<file path="src/rtl/id_ex_if.sv">
// ID -> ID/EX bundle and the registered EX-side outputs that feed the ALU.
// master: decode stage / bench side; slave: the id_ex_stage pipeline register.
interface id_ex_if #(
  parameter int DATA_W = 32,
  parameter int REG_AW = 5
);
  logic              id_valid;
  logic [DATA_W-1:0] id_rs_data;
  logic [DATA_W-1:0] id_rt_data;
  logic [DATA_W-1:0] id_imm;
  logic [REG_AW-1:0] id_rs;
  logic [REG_AW-1:0] id_rt;
  logic [REG_AW-1:0] id_rd;
  logic              id_uses_rt;
  logic              id_alu_src;
  logic [5:0]        id_operation;
  logic [1:0]        id_alu_op;
  logic              id_reg_write;
  logic              id_mem_read;
  logic              id_mem_write;

  logic              ex_valid;
  logic [DATA_W-1:0] ex_data1;
  logic [DATA_W-1:0] ex_data2;
  logic [DATA_W-1:0] ex_store_data;
  logic [5:0]        ex_operation;
  logic [1:0]        ex_alu_op;
  logic [REG_AW-1:0] ex_rd;
  logic              ex_reg_write;
  logic              ex_mem_read;
  logic              ex_mem_write;

  modport master (
    output id_valid, id_rs_data, id_rt_data, id_imm, id_rs, id_rt, id_rd,
           id_uses_rt, id_alu_src, id_operation, id_alu_op,
           id_reg_write, id_mem_read, id_mem_write,
    input  ex_valid, ex_data1, ex_data2, ex_store_data, ex_operation,
           ex_alu_op, ex_rd, ex_reg_write, ex_mem_read, ex_mem_write
  );

  modport slave (
    input  id_valid, id_rs_data, id_rt_data, id_imm, id_rs, id_rt, id_rd,
           id_uses_rt, id_alu_src, id_operation, id_alu_op,
           id_reg_write, id_mem_read, id_mem_write,
    output ex_valid, ex_data1, ex_data2, ex_store_data, ex_operation,
           ex_alu_op, ex_rd, ex_reg_write, ex_mem_read, ex_mem_write
  );
endinterface

</file>
<file path="src/rtl/id_ex_stage.sv">
// ID/EX pipeline register: load-use bubble insertion, EX/MEM and MEM/WB
// operand forwarding, stall/flush, and a saturating hazard-bubble counter.
module id_ex_stage #(
  parameter int DATA_W = 32,
  parameter int REG_AW = 5,
  parameter int CNT_W  = 16
) (
  input  logic              clk,
  input  logic              rst_n,
  id_ex_if.slave            bus,
  input  logic              exmem_reg_write,
  input  logic [REG_AW-1:0] exmem_rd,
  input  logic [DATA_W-1:0] exmem_result,
  input  logic              memwb_reg_write,
  input  logic [REG_AW-1:0] memwb_rd,
  input  logic [DATA_W-1:0] memwb_result,
  input  logic              stall,
  input  logic              flush,
  output logic              hazard_stall,
  output logic [CNT_W-1:0]  bubble_count
);

  logic              r_valid;
  logic [REG_AW-1:0] r_rs;
  logic [REG_AW-1:0] r_rt;
  logic [REG_AW-1:0] r_rd;
  logic [DATA_W-1:0] r_rs_data;
  logic [DATA_W-1:0] r_rt_data;
  logic [DATA_W-1:0] r_imm;
  logic              r_alu_src;
  logic [5:0]        r_operation;
  logic [1:0]        r_alu_op;
  logic              r_reg_write;
  logic              r_mem_read;
  logic              r_mem_write;

  logic [DATA_W-1:0] fwd_a;
  logic [DATA_W-1:0] fwd_b;

  assign hazard_stall = bus.id_valid & r_valid & r_mem_read & (r_rd != '0) &
                        ((bus.id_rs == r_rd) | (bus.id_uses_rt & (bus.id_rt == r_rd)));

  always_ff @(posedge clk or negedge rst_n) begin
    if (!rst_n) begin
      r_valid      <= 1'b0;
      r_rs         <= '0;
      r_rt         <= '0;
      r_rd         <= '0;
      r_rs_data    <= '0;
      r_rt_data    <= '0;
      r_imm        <= '0;
      r_alu_src    <= 1'b0;
      r_operation  <= '0;
      r_alu_op     <= '0;
      r_reg_write  <= 1'b0;
      r_mem_read   <= 1'b0;
      r_mem_write  <= 1'b0;
      bubble_count <= '0;
    end else if (flush) begin
      r_valid     <= 1'b0;
      r_reg_write <= 1'b0;
      r_mem_read  <= 1'b0;
      r_mem_write <= 1'b0;
    end else if (stall) begin
      r_valid <= r_valid;
    end else if (hazard_stall) begin
      r_valid     <= 1'b0;
      r_reg_write <= 1'b0;
      r_mem_read  <= 1'b0;
      r_mem_write <= 1'b0;
      if (bubble_count != {CNT_W{1'b1}})
        bubble_count <= bubble_count + 1'b1;
    end else begin
      r_valid     <= bus.id_valid;
      r_rs        <= bus.id_rs;
      r_rt        <= bus.id_rt;
      r_rd        <= bus.id_rd;
      r_rs_data   <= bus.id_rs_data;
      r_rt_data   <= bus.id_rt_data;
      r_imm       <= bus.id_imm;
      r_alu_src   <= bus.id_alu_src;
      r_operation <= bus.id_operation;
      r_alu_op    <= bus.id_alu_op;
      r_reg_write <= bus.id_valid & bus.id_reg_write;
      r_mem_read  <= bus.id_valid & bus.id_mem_read;
      r_mem_write <= bus.id_valid & bus.id_mem_write;
    end
  end

  // MEM/WB first, then EX/MEM overrides so the younger result wins.
  always_comb begin
    fwd_a = r_rs_data;
    if (memwb_reg_write && (memwb_rd != '0) && (memwb_rd == r_rs))
      fwd_a = memwb_result;
    if (exmem_reg_write && (exmem_rd != '0) && (exmem_rd == r_rs))
      fwd_a = exmem_result;

    fwd_b = r_rt_data;
    if (memwb_reg_write && (memwb_rd != '0) && (memwb_rd == r_rt))
      fwd_b = memwb_result;
    if (exmem_reg_write && (exmem_rd != '0) && (exmem_rd == r_rt))
      fwd_b = exmem_result;
  end

  assign bus.ex_valid      = r_valid;
  assign bus.ex_data1      = fwd_a;
  assign bus.ex_data2      = r_alu_src ? r_imm : fwd_b;
  assign bus.ex_store_data = fwd_b;
  assign bus.ex_operation  = r_operation;
  assign bus.ex_alu_op     = r_alu_op;
  assign bus.ex_rd         = r_rd;
  assign bus.ex_reg_write  = r_reg_write & r_valid;
  assign bus.ex_mem_read   = r_mem_read & r_valid;
  assign bus.ex_mem_write  = r_mem_write & r_valid;

endmodule

</file>
<file path="src/flat_wrapper.sv">
// flat-port wrapper written by rule: the top's interface ports become plain ports
module id_ex_stage_flat 
#(
  parameter int DATA_W = 32,
  parameter int REG_AW = 5,
  parameter int CNT_W  = 16
)
  (clk, rst_n, exmem_reg_write, exmem_rd, exmem_result, memwb_reg_write, memwb_rd, memwb_result, stall, flush, hazard_stall, bubble_count, bus_id_valid, bus_id_rs_data, bus_id_rt_data, bus_id_imm, bus_id_rs, bus_id_rt, bus_id_rd, bus_id_uses_rt, bus_id_alu_src, bus_id_operation, bus_id_alu_op, bus_id_reg_write, bus_id_mem_read, bus_id_mem_write, bus_ex_valid, bus_ex_data1, bus_ex_data2, bus_ex_store_data, bus_ex_operation, bus_ex_alu_op, bus_ex_rd, bus_ex_reg_write, bus_ex_mem_read, bus_ex_mem_write);
  id_ex_if #(.DATA_W(DATA_W), .REG_AW(REG_AW)) bus_i ();
  input  logic clk;
  input  logic rst_n;
  input  logic exmem_reg_write;
  input  logic [REG_AW-1:0] exmem_rd;
  input  logic [DATA_W-1:0] exmem_result;
  input  logic memwb_reg_write;
  input  logic [REG_AW-1:0] memwb_rd;
  input  logic [DATA_W-1:0] memwb_result;
  input  logic stall;
  input  logic flush;
  output logic hazard_stall;
  output logic [CNT_W-1:0] bubble_count;
  input wire logic [$bits(bus_i.id_valid)-1:0] bus_id_valid;
  input wire logic [$bits(bus_i.id_rs_data)-1:0] bus_id_rs_data;
  input wire logic [$bits(bus_i.id_rt_data)-1:0] bus_id_rt_data;
  input wire logic [$bits(bus_i.id_imm)-1:0] bus_id_imm;
  input wire logic [$bits(bus_i.id_rs)-1:0] bus_id_rs;
  input wire logic [$bits(bus_i.id_rt)-1:0] bus_id_rt;
  input wire logic [$bits(bus_i.id_rd)-1:0] bus_id_rd;
  input wire logic [$bits(bus_i.id_uses_rt)-1:0] bus_id_uses_rt;
  input wire logic [$bits(bus_i.id_alu_src)-1:0] bus_id_alu_src;
  input wire logic [$bits(bus_i.id_operation)-1:0] bus_id_operation;
  input wire logic [$bits(bus_i.id_alu_op)-1:0] bus_id_alu_op;
  input wire logic [$bits(bus_i.id_reg_write)-1:0] bus_id_reg_write;
  input wire logic [$bits(bus_i.id_mem_read)-1:0] bus_id_mem_read;
  input wire logic [$bits(bus_i.id_mem_write)-1:0] bus_id_mem_write;
  output wire logic [$bits(bus_i.ex_valid)-1:0] bus_ex_valid;
  output wire logic [$bits(bus_i.ex_data1)-1:0] bus_ex_data1;
  output wire logic [$bits(bus_i.ex_data2)-1:0] bus_ex_data2;
  output wire logic [$bits(bus_i.ex_store_data)-1:0] bus_ex_store_data;
  output wire logic [$bits(bus_i.ex_operation)-1:0] bus_ex_operation;
  output wire logic [$bits(bus_i.ex_alu_op)-1:0] bus_ex_alu_op;
  output wire logic [$bits(bus_i.ex_rd)-1:0] bus_ex_rd;
  output wire logic [$bits(bus_i.ex_reg_write)-1:0] bus_ex_reg_write;
  output wire logic [$bits(bus_i.ex_mem_read)-1:0] bus_ex_mem_read;
  output wire logic [$bits(bus_i.ex_mem_write)-1:0] bus_ex_mem_write;
  assign bus_i.id_valid = bus_id_valid;
  assign bus_i.id_rs_data = bus_id_rs_data;
  assign bus_i.id_rt_data = bus_id_rt_data;
  assign bus_i.id_imm = bus_id_imm;
  assign bus_i.id_rs = bus_id_rs;
  assign bus_i.id_rt = bus_id_rt;
  assign bus_i.id_rd = bus_id_rd;
  assign bus_i.id_uses_rt = bus_id_uses_rt;
  assign bus_i.id_alu_src = bus_id_alu_src;
  assign bus_i.id_operation = bus_id_operation;
  assign bus_i.id_alu_op = bus_id_alu_op;
  assign bus_i.id_reg_write = bus_id_reg_write;
  assign bus_i.id_mem_read = bus_id_mem_read;
  assign bus_i.id_mem_write = bus_id_mem_write;
  assign bus_ex_valid = bus_i.ex_valid;
  assign bus_ex_data1 = bus_i.ex_data1;
  assign bus_ex_data2 = bus_i.ex_data2;
  assign bus_ex_store_data = bus_i.ex_store_data;
  assign bus_ex_operation = bus_i.ex_operation;
  assign bus_ex_alu_op = bus_i.ex_alu_op;
  assign bus_ex_rd = bus_i.ex_rd;
  assign bus_ex_reg_write = bus_i.ex_reg_write;
  assign bus_ex_mem_read = bus_i.ex_mem_read;
  assign bus_ex_mem_write = bus_i.ex_mem_write;
  id_ex_stage #(.DATA_W(DATA_W), .REG_AW(REG_AW), .CNT_W(CNT_W)) u_core (.clk(clk), .rst_n(rst_n), .bus(bus_i), .exmem_reg_write(exmem_reg_write), .exmem_rd(exmem_rd), .exmem_result(exmem_result), .memwb_reg_write(memwb_reg_write), .memwb_rd(memwb_rd), .memwb_result(memwb_result), .stall(stall), .flush(flush), .hazard_stall(hazard_stall), .bubble_count(bubble_count));
endmodule
</file>
<file path="config.mk">
export PLATFORM = sky130hd
export DESIGN_NAME = id_ex_stage_flat
export DESIGN_NICKNAME = d
export VERILOG_FILES = /design/src/rtl/id_ex_if.sv /design/src/rtl/id_ex_stage.sv /design/src/flat_wrapper.sv
export SDC_FILE = /design/constraint.sdc
export NUM_CORES = 1
export LEC_CHECK = 0
export CORE_MARGIN = 2
export CORE_UTILIZATION = 35
export CTS_CLUSTER_SIZE = 40
export DETAILED_ROUTE_END_ITERATION = 10
export GPL_ROUTABILITY_DRIVEN = 0
export PLACE_DENSITY = 0.8
export SYNTH_ARGS = -nofsm -noshare
export SYNTH_HDL_FRONTEND = slang
export SYNTH_SLANG_ARGS = --single-unit
</file>
<file path="constraint.sdc">
create_clock -name clk -period 3.04 [get_ports clk]
set_input_delay 0.304 -clock clk [delete_from_list [all_inputs] [get_ports clk]]
set_output_delay 0.304 -clock clk [all_outputs]
set_load 0.05 [all_outputs]
</file>
# Word level (Yosys, flattened, before mapping)
# Index checks and enable logic that the tools add are counted.
# W data, S select, Z words.
# word_totals
reg_bits	140
latch_bits	0
ram_bits	0
rom_bits	0
in_bits	205
out_inout_bits	130
wordCells	66
mem_count	0
# classes
addsub	1
multipliers	0
div	0
n_lt_le_gt_ge	0
n_eq_ne	8
shifts	0
mux	17
bitwise	15
n_reduce_logical	11
# op_table
op	n
$mux W32	5
$eq A5 B5 Y1	6
$add A16 B1 Y16 const B	1
$ne A16 B16 Y1 const B	1
$reduce_bool A5 Y1	3
$mux W1	12
$and A1 B1 Y1	11
$logic_and A1 B1 Y1	6
$reduce_and A4 Y1	1
$not A1 Y1	3
$reduce_and A3 Y1	1
$ne A2 B1 Y1 const B	1
$or A1 B1 Y1	1

# Logic depth before layout (Yosys ltp)
# depth
depth_word	7
ltp_mapped	7
depth_no_buf	5

# Worst setup path after synthesis
# Ideal clock, no wire load.
# synth_timing
kind	input to output
startpoint	in exmem_rd[0]
endpoint	out bus_ex_data2[16]
arrival_time_ns	2.710
t_required_ns	2.736
slack_ns	0.026
path_stages	6
n_path_buf	1
path_cell_list	or4_1 -> o211ai_2 -> buf_2 -> nor3_1 -> a31oi_1 -> mux2_2
# synth_via
elab_chain_cells	5
word_cells_on_any_way	6
cone_classes	eq/ne (1); mux (2); reduce/logical (3)
# synth_lines
item	line	text
from (decl)	flat_wrapper.sv:13	input logic [REG_AW-1:0] exmem_rd;
$reduce_bool A5 Y1	id_ex_stage.sv:101	if (exmem_reg_write && (exmem_rd != '0) && (exmem_rd == r_rt))
$logic_and A1 B1 Y1	id_ex_stage.sv:101	
$logic_and A1 B1 Y1 *	id_ex_stage.sv:101	
$mux W32 *	id_ex_stage.sv:101	
via bus_ex_store_data[16]	flat_wrapper.sv:39	output wire logic [$bits(bus_i.ex_store_data)-1:0] bus_ex_store_data;
$mux W32 *	id_ex_stage.sv:107	assign bus.ex_data2 = r_alu_src ? r_imm : fwd_b;
to (decl)	flat_wrapper.sv:38	output wire logic [$bits(bus_i.ex_data2)-1:0] bus_ex_data2;
# Mark *: on every way through the listed nets, which the timed path passes. The rest lies on a longest branch.

# Worst setup path after layout
# layout_timing
startpoint	in exmem_rd[0]
endpoint	out bus_ex_data2[29]
# layout_via
elab_chain_cells	5
word_cells_on_any_way	6
cone_classes	eq/ne (1); mux (2); reduce/logical (3)
# layout_lines
item	line
$reduce_bool A5 Y1	id_ex_stage.sv:101
$logic_and A1 B1 Y1	id_ex_stage.sv:101
$logic_and A1 B1 Y1 *	id_ex_stage.sv:101
$mux W32 *	id_ex_stage.sv:101
$mux W32 *	id_ex_stage.sv:107
# Every way passes the cells marked *; elsewhere a longest branch is shown, timed or not.

==> reports/qor.yml <==
antenna_cells: 0
fin_ws_ns: 0.08290
worst-path-max-fanout: 32
synth_nets: 928
dpl.hpwl_um: 19420
die-area_um2: 23480
cts_inserted_buffers: 17
insertion_delay_ns: 0.42
post-route-min-period_ns: 2.957
die_w_um: 153.2
yosysSeqAreaShare_pct: 44.95
critPathKind: "in -> out"
clock_path_buffers: 2
instances_no_fill: 1345
port_buffers: 334
fin_nets: 1258
grt_usage_pct: 22.50
finalWirelength_um: 26710
setup-violations-final: 0
slew_headroom_pct: 35.16
fmax_mhz: 338.2
clock_sinks: 140
cts_tree: "yes"
hold_path.class: "reg -> reg"
reg2reg_depth: 5
grt_max_degree: 77
crit_required_ns: 2.74
via_per_inst: 5.288
area_growth_syn_to_layout_pct: 58.66
drc: 0
ir_drop_uv: 326.6
intPower_uw: 4636
reg2reg_from: "u_core.bus.ex_rd[3]"
p_leak_uw: 0.005029
pre_cts_ws_ns: 0.1021
num_vias: 7113
wl_per_cell_um: 19.86
crit_buf_inv: 3
power_uw: 7491
grt-ovfl-total: 0
die_h_um: 153.2
crit_path_cell_trace: "clkdlybuf4s50_1, or4_1, o211ai_4, or2_1, buf_12, a31oi_1, mux2_2, buf_4"
drv_slew: 0
path_clk_slew_ns: 0.06
drt_first_pass_iters: 5
drtIter0Drc: 367
synth.yosys.warnings: 0
antenna_found_initial: 0
drive_above_1_share_pct: 24.60
ys_seq_elements: 140
setup_tns_ns: 0
syn_area_um2: 7794
place_inst: 1312
grt_pass1_vias: 7361
maxCapViolCount: 0
arrival_ns: 2.65
status: "complete, no violations"
power_frac_seq_pct: 30.5
ctsHtreeMaxLevel: 4
skew_ns: 0.01073
hold_viol: 0
syn_area_per_cell_um2: 10.79
grt_pass1_wl_um: 41700
worst_pin_slew_ns: 0.9725
p_sw_share_pct: 38.11
core_um2: 21820
cp_top_family: "buffers and inverters"
comb_power_share_pct: 40.7
ys_types: 39
rsz0062_at_grt: "false"
min_period_over_period_pct: 97.27
cp_num_cells: 8
ant_nets: 0
startpoint_type: "input port"
whs_path_depth: 1
pwr-share-clk_pct: 28.8
crit_end: "bus_ex_data2[29]"
critPathSlowestCell: "or4_1"
switchingPower_uw: 2855
syn_inst: 722
worst_path_largest_cell_delay_ns: 0.62
core.rowCount: 54
start_util_pct: 35.71
cp-end-kind: "primary output"
boundaryPins: 335
rr_endpoint: "u_core.r_imm[19]"
power_per_cell_area_nw_per_um2: 605.8
root_buffer: "clkbuf_16"
critPathLaunch: "exmem_rd[0]"
r2r_slack_ns: 0.62
[logic make-up after synthesis]
logic type / after synthesis / synth area share (%)
multiplexers: 185 / 26.22
AND/OR/NAND/NOR: 155 / 10.27
flip-flops: 140 / 44.95
AO/OA/AOI/OAI: 108 / 8.107
buffers and inverters: 88 / 5.234
XOR/XNOR: 45 / 5.057
adder cells (fa/ha/maj): 1 / 0.1605
[metrics by stage]
step / instance area, um2 / hold slack [ns] / utilization [%]
floorplan: 7794 / 0.008409 / -
CTS: 12360 / 0.4641 / 56.64
global placement: 11750 / 0.3981 / 53.84
global route: 12370 / 0.4719 / 56.66
detailed placement: 11750 / 0.4054 / 53.84
finish: 12370 / 0.4829 / 56.66
[synth_stat cells]
master    instances  area [um2]
nand2_1           6       22.52
buf_6             6       67.56
mux2i_1          32       320.3
xor2_1            3       26.28
o211ai_2          1       12.51
a31oi_1          32       200.2
and3b_1           1       8.760
buf_1             7       26.28
clkbuf_1         20       75.07
a211oi_1          1       7.510
or4_1             3       22.52
or2_2             1       6.260
nor2b_1           1       6.260
dfrtp_1         140        3503
mux2_1           56       630.6
a21boi_2          1       11.26
nor2_1           39       146.4
inv_1            37       138.9
or2_1             1       6.260
o211a_1           1       10.01
o21ai_0          31       155.2
xnor2_1          42       367.9
o311a_1           1       10.01
ha_1              1       12.51
mux2_2           97        1092
and3_1            6       37.54
o22ai_1           1       6.260
and4_1            1       8.760
or3_1            32       200.2
a32o_1            4       40.04
buf_2            14       70.07
nand3_1          17       85.08
buf_4             4       30.03
a21oi_1          32       160.2
nand4_1           8       50.05
a211o_1           1       8.760
and2_1            4       25.02
nor3_1           35       175.2
o21ai_1           2       10.01
[timing repair]
item / CTS / global route
hold endpoints to repair: 73 / 0
resized for setup: 0 / 1
hold buffers: 1 / 0
setup endpoints to repair: 0 / 2
buffers inserted: 0 / 0
[cells in the final DEF, fill, tap and decap left out, types with 2 or more instances in the layout]
master,count
nand4_1,8
inv_1,37
dfrtp_1,139
xnor2_1,42
buf_4,81
or3_1,32
and3_1,6
xor2_1,3
a31oi_1,32
a32o_1,4
or4_1,2
mux2i_1,32
nor3_1,34
nand2_1,6
clkdlybuf4s50_1,236
buf_12,43
o21ai_1,2
mux2_1,56
nand3_1,17
mux2_2,97
clkinvlp_4,2
a21oi_1,32
inv_6,7
nor2_1,39
clkbuf_16,17
inv_8,3
bufinv_16,2
o21ai_0,31
and2_1,4
[registers in the layout, summed over array words and instances, names as in the netlist]
register and cells:
u_core.r_mem_write 1, u_core.bus.ex_rd 5, u_core.r_rs_data 32, u_core.r_rs 5, u_core.bus.ex_valid 1, u_core.r_alu_src 1
u_core.bus.ex_operation 6, u_core.r_rt 5, u_core.bus.ex_alu_op 2, u_core.r_reg_write 1, u_core.r_rt_data 32, u_core.r_mem_read 1
u_core.bubble_count 16, u_core.r_imm 32
[metal layers]
layer | up-vias | wire [um] | GRT usage (%) | share of wire (%)
met4 | 0 | 607 | 7.143 | 2.3
met5 | - | 0 | 0 | 0
met1 | 3502 | 11020 | 28.39 | 41
li1 | 3248 | - | - | -
met3 | 46 | 1992 | 6.067 | 7.5
met2 | 317 | 13090 | 37.61 | 49
[power by group through the flow]
stage / Clock (uW) / Combinational [uW] / Sequential (uW)
global route: 2310 / 3190 / 2310
CTS: 2220 / 3070 / 2280
global placement: 0 / 3030 / 2300
detailed placement: 0 / 3060 / 2310
finish: 2160 / 3050 / 2280
floorplan: 0 / 1720 / 2330
[final cells by class]
class,count,area [um2]
repair buffers,362,3852
well taps,280,350.3
clock buffers,17,425.4
fillers,1864,9458
inverters,37,138.9
flip-flops and latches,140,3505
multi-input cells,494,3919
clock inverters,15,175.2
[worst min-delay path by stage]
stage | end | from
after CTS | u_core.r_rs_data[8] | bus_id_rs_data[8]
after floorplan | u_core.bubble_count[0] | rst_n
after detailed placement | u_core.r_rt_data[12] | rst_n
final | u_core.r_rt_data[11] | u_core.r_rt_data[11]
after global routing | u_core.r_rt_data[3] | bus_id_rt_data[3]
after global placement | u_core.r_rt_data[12] | rst_n
Note: power is estimated with default switching activity, not from simulation.
